===== config.mk =====
export PLATFORM = sky130hd
export DESIGN_NAME = axi_rd_arbiter
export DESIGN_NICKNAME = d
export VERILOG_FILES = /design/src/rtl/axi_rd_arbiter.sv
export SDC_FILE = /design/constraint.sdc
export NUM_CORES = 1
export LEC_CHECK = 0
export ABC_AREA = 0
export CAP_MARGIN = 0
export CORE_MARGIN = 5
export CORE_UTILIZATION = 35
export DETAILED_ROUTE_END_ITERATION = 10
export GPL_ROUTABILITY_DRIVEN = 0
export GPL_TIMING_DRIVEN = 0
export PLACE_DENSITY_LB_ADDON = 0.08
export SLEW_MARGIN = 20
export SYNTH_ARGS = -nofsm -noshare
export SYNTH_HDL_FRONTEND = slang
export SYNTH_SLANG_ARGS = --single-unit

===== constraint.sdc =====
create_clock -name aclk -period 11.75 [get_ports aclk]
set_clock_uncertainty 0.2 [all_clocks]
set_input_delay 2.35 -clock aclk [delete_from_list [all_inputs] [get_ports aclk]]
set_output_delay 2.35 -clock aclk [all_outputs]
set_load 0.01 [all_outputs]

===== src/rtl/axi_rd_arbiter.sv =====
// axi_rd_arbiter: shares the AXI AR/R read channel between instruction fetch and data load.
// Define AXI_RD_ARB_RR_EN for round-robin arbitration; otherwise data has fixed priority over inst.
//   state | meaning
//   IDLE  | AR slot empty, one eligible requester may be granted
//   BUSY  | AR beat presented, arvalid held until arready
module axi_rd_arbiter #(
  parameter logic [3:0] INST_ID = 4'h0,
  parameter logic [3:0] DATA_ID = 4'h1,
  parameter int         MAX_OUT = 4,
  parameter int         CNT_W   = 4
) (
  input  logic        aclk,
  input  logic        areset,

  input  logic        inst_req,
  input  logic [31:0] inst_addr,
  input  logic [1:0]  inst_size,
  output logic        inst_addr_ok,
  output logic        inst_data_ok,
  output logic [31:0] inst_rdata,

  input  logic        data_req,
  input  logic [31:0] data_addr,
  input  logic [1:0]  data_size,
  output logic        data_addr_ok,
  output logic        data_data_ok,
  output logic [31:0] data_rdata,

  input  logic        wr_busy,

  output logic [3:0]  arid,
  output logic [31:0] araddr,
  output logic [2:0]  arsize,
  output logic        arvalid,
  input  logic        arready,

  input  logic [3:0]  rid,
  input  logic [31:0] rdata,
  input  logic        rlast,
  input  logic        rvalid,
  output logic        rready,
  output logic        rid_err
);

  typedef enum logic {IDLE = 1'b0, BUSY = 1'b1} state_t;

  localparam logic [CNT_W-1:0] CNT_MAX = CNT_W'(MAX_OUT);
  localparam logic [CNT_W-1:0] CNT_ONE = CNT_W'(1);

  state_t           state;
  logic [CNT_W-1:0] inst_cnt;
  logic [CNT_W-1:0] data_cnt;
  logic [31:0]      inst_rdata_q;
  logic [31:0]      data_rdata_q;

  logic inst_elig;
  logic data_elig;
  logic grant_inst;
  logic grant_data;
  logic inst_hit;
  logic data_hit;
  logic inst_ret;
  logic data_ret;

  always_comb begin
    inst_elig = inst_req && (inst_cnt != CNT_MAX);
    data_elig = data_req && !wr_busy && (data_cnt != CNT_MAX);
  end

`ifdef AXI_RD_ARB_RR_EN
  // 1 when data took the most recent grant; reset value lets data win first
  logic last_grant;

  always_comb begin
    grant_inst = 1'b0;
    grant_data = 1'b0;
    if (state == IDLE) begin
      if (inst_elig && data_elig) begin
        grant_data = !last_grant;
        grant_inst = last_grant;
      end else begin
        grant_inst = inst_elig;
        grant_data = data_elig;
      end
    end
  end

  always_ff @(posedge aclk or posedge areset) begin
    if (areset) begin
      last_grant <= 1'b0;
    end else if (grant_data) begin
      last_grant <= 1'b1;
    end else if (grant_inst) begin
      last_grant <= 1'b0;
    end
  end
`else
  always_comb begin
    grant_data = (state == IDLE) && data_elig;
    grant_inst = (state == IDLE) && inst_elig && !data_elig;
  end
`endif

  assign inst_addr_ok = grant_inst;
  assign data_addr_ok = grant_data;

  // AR slot: request latched on grant, released on handshake; no same-cycle refill
  always_ff @(posedge aclk or posedge areset) begin
    if (areset) begin
      state   <= IDLE;
      arvalid <= 1'b0;
      arid    <= 4'h0;
      araddr  <= 32'h0;
      arsize  <= 3'b000;
    end else begin
      case (state)
        IDLE: begin
          if (grant_data) begin
            state   <= BUSY;
            arvalid <= 1'b1;
            arid    <= DATA_ID;
            araddr  <= data_addr;
            arsize  <= {1'b0, data_size};
          end else if (grant_inst) begin
            state   <= BUSY;
            arvalid <= 1'b1;
            arid    <= INST_ID;
            araddr  <= inst_addr;
            arsize  <= {1'b0, inst_size};
          end
        end
        BUSY: begin
          if (arready) begin
            state   <= IDLE;
            arvalid <= 1'b0;
          end
        end
        default: begin
          state   <= IDLE;
          arvalid <= 1'b0;
        end
      endcase
    end
  end

  // A beat is only accepted for an ID that still has a read in flight
  always_comb begin
    inst_hit = rvalid && (rid == INST_ID) && (inst_cnt != '0);
    data_hit = rvalid && (rid == DATA_ID) && (data_cnt != '0);
    inst_ret = inst_hit && rlast;
    data_ret = data_hit && rlast;
  end

  always_ff @(posedge aclk or posedge areset) begin
    if (areset) begin
      inst_cnt <= '0;
      data_cnt <= '0;
    end else begin
      case ({grant_inst, inst_ret})
        2'b10:   inst_cnt <= inst_cnt + CNT_ONE;
        2'b01:   inst_cnt <= inst_cnt - CNT_ONE;
        default: inst_cnt <= inst_cnt;
      endcase
      case ({grant_data, data_ret})
        2'b10:   data_cnt <= data_cnt + CNT_ONE;
        2'b01:   data_cnt <= data_cnt - CNT_ONE;
        default: data_cnt <= data_cnt;
      endcase
    end
  end

  always_ff @(posedge aclk or posedge areset) begin
    if (areset) begin
      inst_rdata_q <= 32'h0;
      data_rdata_q <= 32'h0;
      rid_err      <= 1'b0;
    end else begin
      if (inst_hit) begin
        inst_rdata_q <= rdata;
      end
      if (data_hit) begin
        data_rdata_q <= rdata;
      end
      if (rvalid && !inst_hit && !data_hit) begin
        rid_err <= 1'b1;
      end
    end
  end

  assign inst_data_ok = inst_hit;
  assign data_data_ok = data_hit;
  assign inst_rdata   = inst_hit ? rdata : inst_rdata_q;
  assign data_rdata   = data_hit ? rdata : data_rdata_q;
  assign rready       = 1'b1;

endmodule


=== Word-level counts from Yosys, hierarchy flattened ===
Index checks and enable logic that the tools add are counted.

* Input port bits: 112
* Word-level logic and storage cells: 68
* Output and inout port bits: 110
* Flip-flop bits (word level): 114

* $add $sub $neg: 4
* Reductions and logical operators: 26
* Equal/unequal tests: 9
* Mux-type cells: 18
* Bitwise operators: 1

{| class="wikitable"
|+ Operators by type and width
! kind !! count
|-
| 32-bit 2-to-1 mux || 4
|-
| 4-bit case mux with 2 select lines || 2
|-
| 1-bit logical AND || 14
|-
| 4-bit by 1-bit adder with 4-bit output (second input constant) || 2
|-
| 4-bit 2-to-1 mux || 2
|-
| 4-bit by 3-bit inequality test with 1-bit output (second input constant) || 2
|-
| 4-bit nonzero test || 2
|-
| 4-bit by 1-bit subtractor with 4-bit output (second input constant) || 2
|-
| 1-bit 2-to-1 mux || 6
|-
| 3-bit 2-to-1 mux || 2
|-
| 2-bit nonzero test || 3
|-
| 2-bit by 1-bit == test with 1-bit output (second input constant) || 2
|-
| 2-bit == test (second input constant) || 2
|-
| 4-bit by 1-bit == test with 1-bit output (second input constant) || 1
|-
| 1-bit logical NOT || 4
|-
| 4-bit logical NOT || 1
|-
| 1-bit case mux with 2 select lines || 2
|-
| 2-bit AND reduction || 2
|-
| 3-bit inequality test (second input constant) || 1
|-
| 2-bit inequality test (second input constant) || 1
|-
| 1-bit inverter || 1
|}

=== Longest topological paths before layout ===
Gate-level depths: netlist of run 1.

* Depth in word-level cells: 8
* Depth in mapped cells: 11
* Mapped depth without buffers: 9

=== Worst setup path after synthesis of run 1 ===
No wires, ideal clock.

* Kind: in2out
* Start point: input rid[1]
* End point: output inst_rdata[22]
* Arrival time: 3.724 ns
* Buffers on the path: 1
* Required time: 9.200 ns
* Stages on the path: 4
* Path slack: 5.476 ns
* Cell sequence: or4b_4 > nor3_4 > buf_6 > mux2_4

* Cells in the longest elaborated chain, start to end: 4

{| class="wikitable"
|+ RTL lines
! item !! line !! RTL
|-
| start: declaration || 37 || <nowiki>input logic [3:0] rid,</nowiki>
|-
| 4-bit logical NOT || 148 || <nowiki>inst_hit = rvalid && (rid == INST_ID) && (inst_cnt != '0);</nowiki>
|-
| 1-bit logical AND (2 in series) || 148 ||
|-
| net inst_data_ok || 19 || <nowiki>output logic inst_data_ok,</nowiki>
|-
| 32-bit 2-to-1 mux || n/a ||
|-
| end: declaration || 20 || <nowiki>output logic [31:0] inst_rdata,</nowiki>
|}

The timed path passes the listed nets, and every way through them passes these cells.

=== Worst setup path in the final report of run 1 ===
* Start point: input rvalid
* End point: output inst_rdata[9]

* Cells in the longest elaborated chain, start to end: 3

{| class="wikitable"
|+ RTL lines
! item !! line !! RTL
|-
| start: declaration || 40 || <nowiki>input logic rvalid,</nowiki>
|-
| 1-bit logical AND (2 in series) || 148 ||
|-
| 32-bit 2-to-1 mux || n/a ||
|}

Every way passes these cells.

==> results.toml, run 1 <==
[status]
status = "complete, no violations"

[floorplan]
io_pins = 222
fp.dieArea_um2 = 17400
start_util_pct = 35.7
die_h_um = 132
die_x_um = 132
core_area_um2 = 14500
rows = 44

[final_layout]
drive_gt1_share_pct = 16.4
final_cell_mix = "clkdlybuf4s50_1 (216), dfrtp_1 (110), nand3_1 (38)"
nFillCells = 1267
syn_to_final_growth_pct = 53.1
layout_commonest_cell = "clkdlybuf4s50_1"
nNetsFinal = 783
n_antenna_cell = 0

[power]
p_leak_nw = 3.22
ir_worst_vdd_v = 0.0000914
p_total_mw = 1.80
p_per_area_nw_per_um2 = 226

[synth]
synth_top_family_by_area = "multiplexers"
synth_adder_area_share_pct = 1.83
syn_avg_cell_area_um2 = 12.0
ys.flop_type = "dfrtp_1"
synth_compound_area_share_pct = 10.5
synthXorXnorAreaFrac_pct = 0.844
synthArstFlopShare_pct = 100
ys_types = 51
synth.cell_area_um2 = 5190
synth_cells = 433
ys_warn_count = 0
ys_seq_area_share_pct = 53.1
synth_edf_count = 0
synth_mux_area_share_pct = 16.8
yosys.area_share.simple_pct = 12.1
ys_ff_latch = 110

[sta]
min_period_over_period_pct = 63.1
max_slew_margin_pct = 56.3
hold_viol = 0
setup_violations = 0
worst_slew_pin_slew_ps = 654
rsz0062_at_grt = "no"
slew_viol_final = 0
fin_crit_ps = 7410
maxClockFrequency_mhz = 135
finalSetupTns_ps = 0

[grt]
antenna_found_initial = 0
overflow = 0
first_global_vias = 4738
grt_pass1_wl_um = 26100
grt_util_all_layers_pct = 18.5
grt_max_degree = 61

[placement]
io_buffers = 216
dp_hpwl_um = 12000

[clock_network]
cts_tree = "done"
cts-resized-gates = 0
h-tree-depth = 3
cts.sinks = 110
cts_buffer_depth = 2
cts.clk_slew.worst_paths_ps = 70
root_buffer = "clkbuf_16"
cts_buffers = 9
cts-hold-fix-buffers = 0
post_cts_buffers = 0
clock_latency_ps = 350

[flow_run]
cap_violations = 0

[drt]
drt-wirelength-per-cell_um = 19.0
drt_iter0_drc = 236
wl_um = 16200
ant_nets = 0
vias = 4400
via_per_inst = 5.16
drc = 0
dr.pass1.iters = 4

[worst_setup_path]
reg2reg_from = "data_cnt[0]$_DFFE_PP0P_"
crit_slowest_cell = "clkdlybuf4s50_1"
start_kind = "primary input"
critPathMostFrequentCell = "clkdlybuf4s50_1"
crit_fanout = 10
crit_path_max_incr_delay_ps = 530
end_kind = "primary output"
rrSetupSlack_ps = 8230
r2r_end = "data_cnt[3]$_DFFE_PP0P_"
crit_chain = "clkdlybuf4s50_1 -> or4b_4 -> nor3_4 -> buf_6 -> mux2_4 -> clkdlybuf4s50_1"
r2r_cells = 9
worstPathArrival_ps = 4860
required_ps = 9200
critPathKind = "in2out"

[min_path]
worstHoldStart = "arid[0]$_DFFE_PP0P_"
min_to = "arid[0]$_DFFE_PP0P_"
hold_class = "reg2reg"
min_delay_path_depth = 1
-- synthesized netlist by cell type, drive strengths merged, types with 4 or more instances --
cell type | number | area (um2)
clkbuf | 21 | 80.1
nor2 | 4 | 25.0
or4b | 5 | 53.8
nand3 | 38 | 190
ha | 6 | 75.1
inv | 8 | 30.0
buf | 20 | 135
dfrtp | 110 | 2750
o21ai | 35 | 175
nor3 | 37 | 196
a31oi | 34 | 213
a21oi | 6 | 30.0
mux2 | 66 | 852
-- metrics by stage --
step | hold WS [ps] | cell area [um2] | instances | utilization (%) | setup WS, ps
after floorplan | 293 | 5200 | 436 | - | 5480
after global routing | 307 | 7940 | 853 | 54.6 | 4230
after global placement | 264 | 7590 | 836 | 52.2 | 4340
after CTS | 284 | 7940 | 853 | 54.6 | 4310
after detailed placement | 266 | 7620 | 837 | 52.5 | 4330
final | 280 | 7940 | 853 | 54.6 | 4340
-- routing by layer --
layer  vias up  part of all wire [%]  wire length (um)  GRT usage, %
li1       2038                     -                 -             -
met1      2160                    42              6840          23.9
met2       176                    49              7910          30.2
met3        26                   7.1              1150          4.89
met4         0                   2.0               329          6.17
met5         -                     0                 0             0
-- logic make-up (layout without fill, tap and decap cells) --
| family | Yosys count | after routing |
|---|---|---|
| and+or+nand+nor | 104 | 104 |
| muxes | 68 | 68 |
| xor gates and xnor gates | 5 | 5 |
| other | 2 | 5 |
| buffers and inverters | 49 | 282 |
| AOI/OAI and AO/OA | 88 | 88 |
| DFF | 110 | 110 |
| adders and majority gates | 7 | 7 |
-- critical path, delay by kind of cell --
family                 cells  cell delay, ps
buffers and inverters      3            1280
muxes                      1             320
and+or+nand+nor            2             900
-- sequential cells by signal, summed over array words and instances (netlist names), 2 cells and up --
register	cells
inst_cnt	4
inst_rdata_q	32
araddr	32
data_rdata_q	32
arsize	2
data_cnt	4
-- power breakdown --
part	internal [mW]	switching (mW)	leakage, nW
clock	0.176	0.150	0.153
sequential	0.544	0.0708	1.33
combinational	0.472	0.383	1.73
total	1.19	0.604	3.22
-- cell type report --
type / count / area (um2) / area share (%)
flip-flops and latches: 110 / 2750 / 34.7
multi-input cells: 277 / 2200 / 27.7
repair buffers: 217 / 2190 / 27.6
clock buffers: 10 / 239 / 3.01
well taps: 184 / 230 / 2.90
plain buffers: 41 / 215 / 2.71
clock inverters: 6 / 77.6 / 0.977
inverters: 8 / 35.0 / 0.441
-- worst max path at each step --
stage,end,startpoint
2_1_floorplan,inst_rdata[22],rid[1]
3_3_place_gp,inst_rdata[16],rvalid
3_5_place_dp,inst_rdata[9],rvalid
4_1_cts,inst_rdata[9],rvalid
5_1_grt,inst_rdata[9],rvalid
6_report,inst_rdata[9],rvalid
Note: power is estimated with default switching activity, not from simulation.
==> run 2, diff against run 1 <==
- clock period: 11.75 -> 7.3 ns (I/O delays scaled with it)
==> results of run 2 <==
The final DEF is identical to that of run 1. Status: complete, no violations.
Main changes from that run: setup slack after placement 4330 ps -> 1660 ps; setup slack after layout 4340 ps -> 1670 ps; register-to-register setup slack 8230 ps -> 3780 ps; total power 1.80 mW -> 2.89 mW; worst IR drop on VDD 0.0000914 V -> 0.000147 V
==> run 3, diff against run 2 <==
- clock period: 7.3 -> 5 ns (I/O delays scaled with it)
==> results of run 3 <==
The final DEF is identical to that of run 1. Status: complete, no violations.
Main changes from that run: setup slack after placement 4330 ps -> 277 ps; setup slack after layout 4340 ps -> 286 ps; register-to-register setup slack 8230 ps -> 1480 ps; total power 1.80 mW -> 4.22 mW; worst IR drop on VDD 0.0000914 V -> 0.000215 V
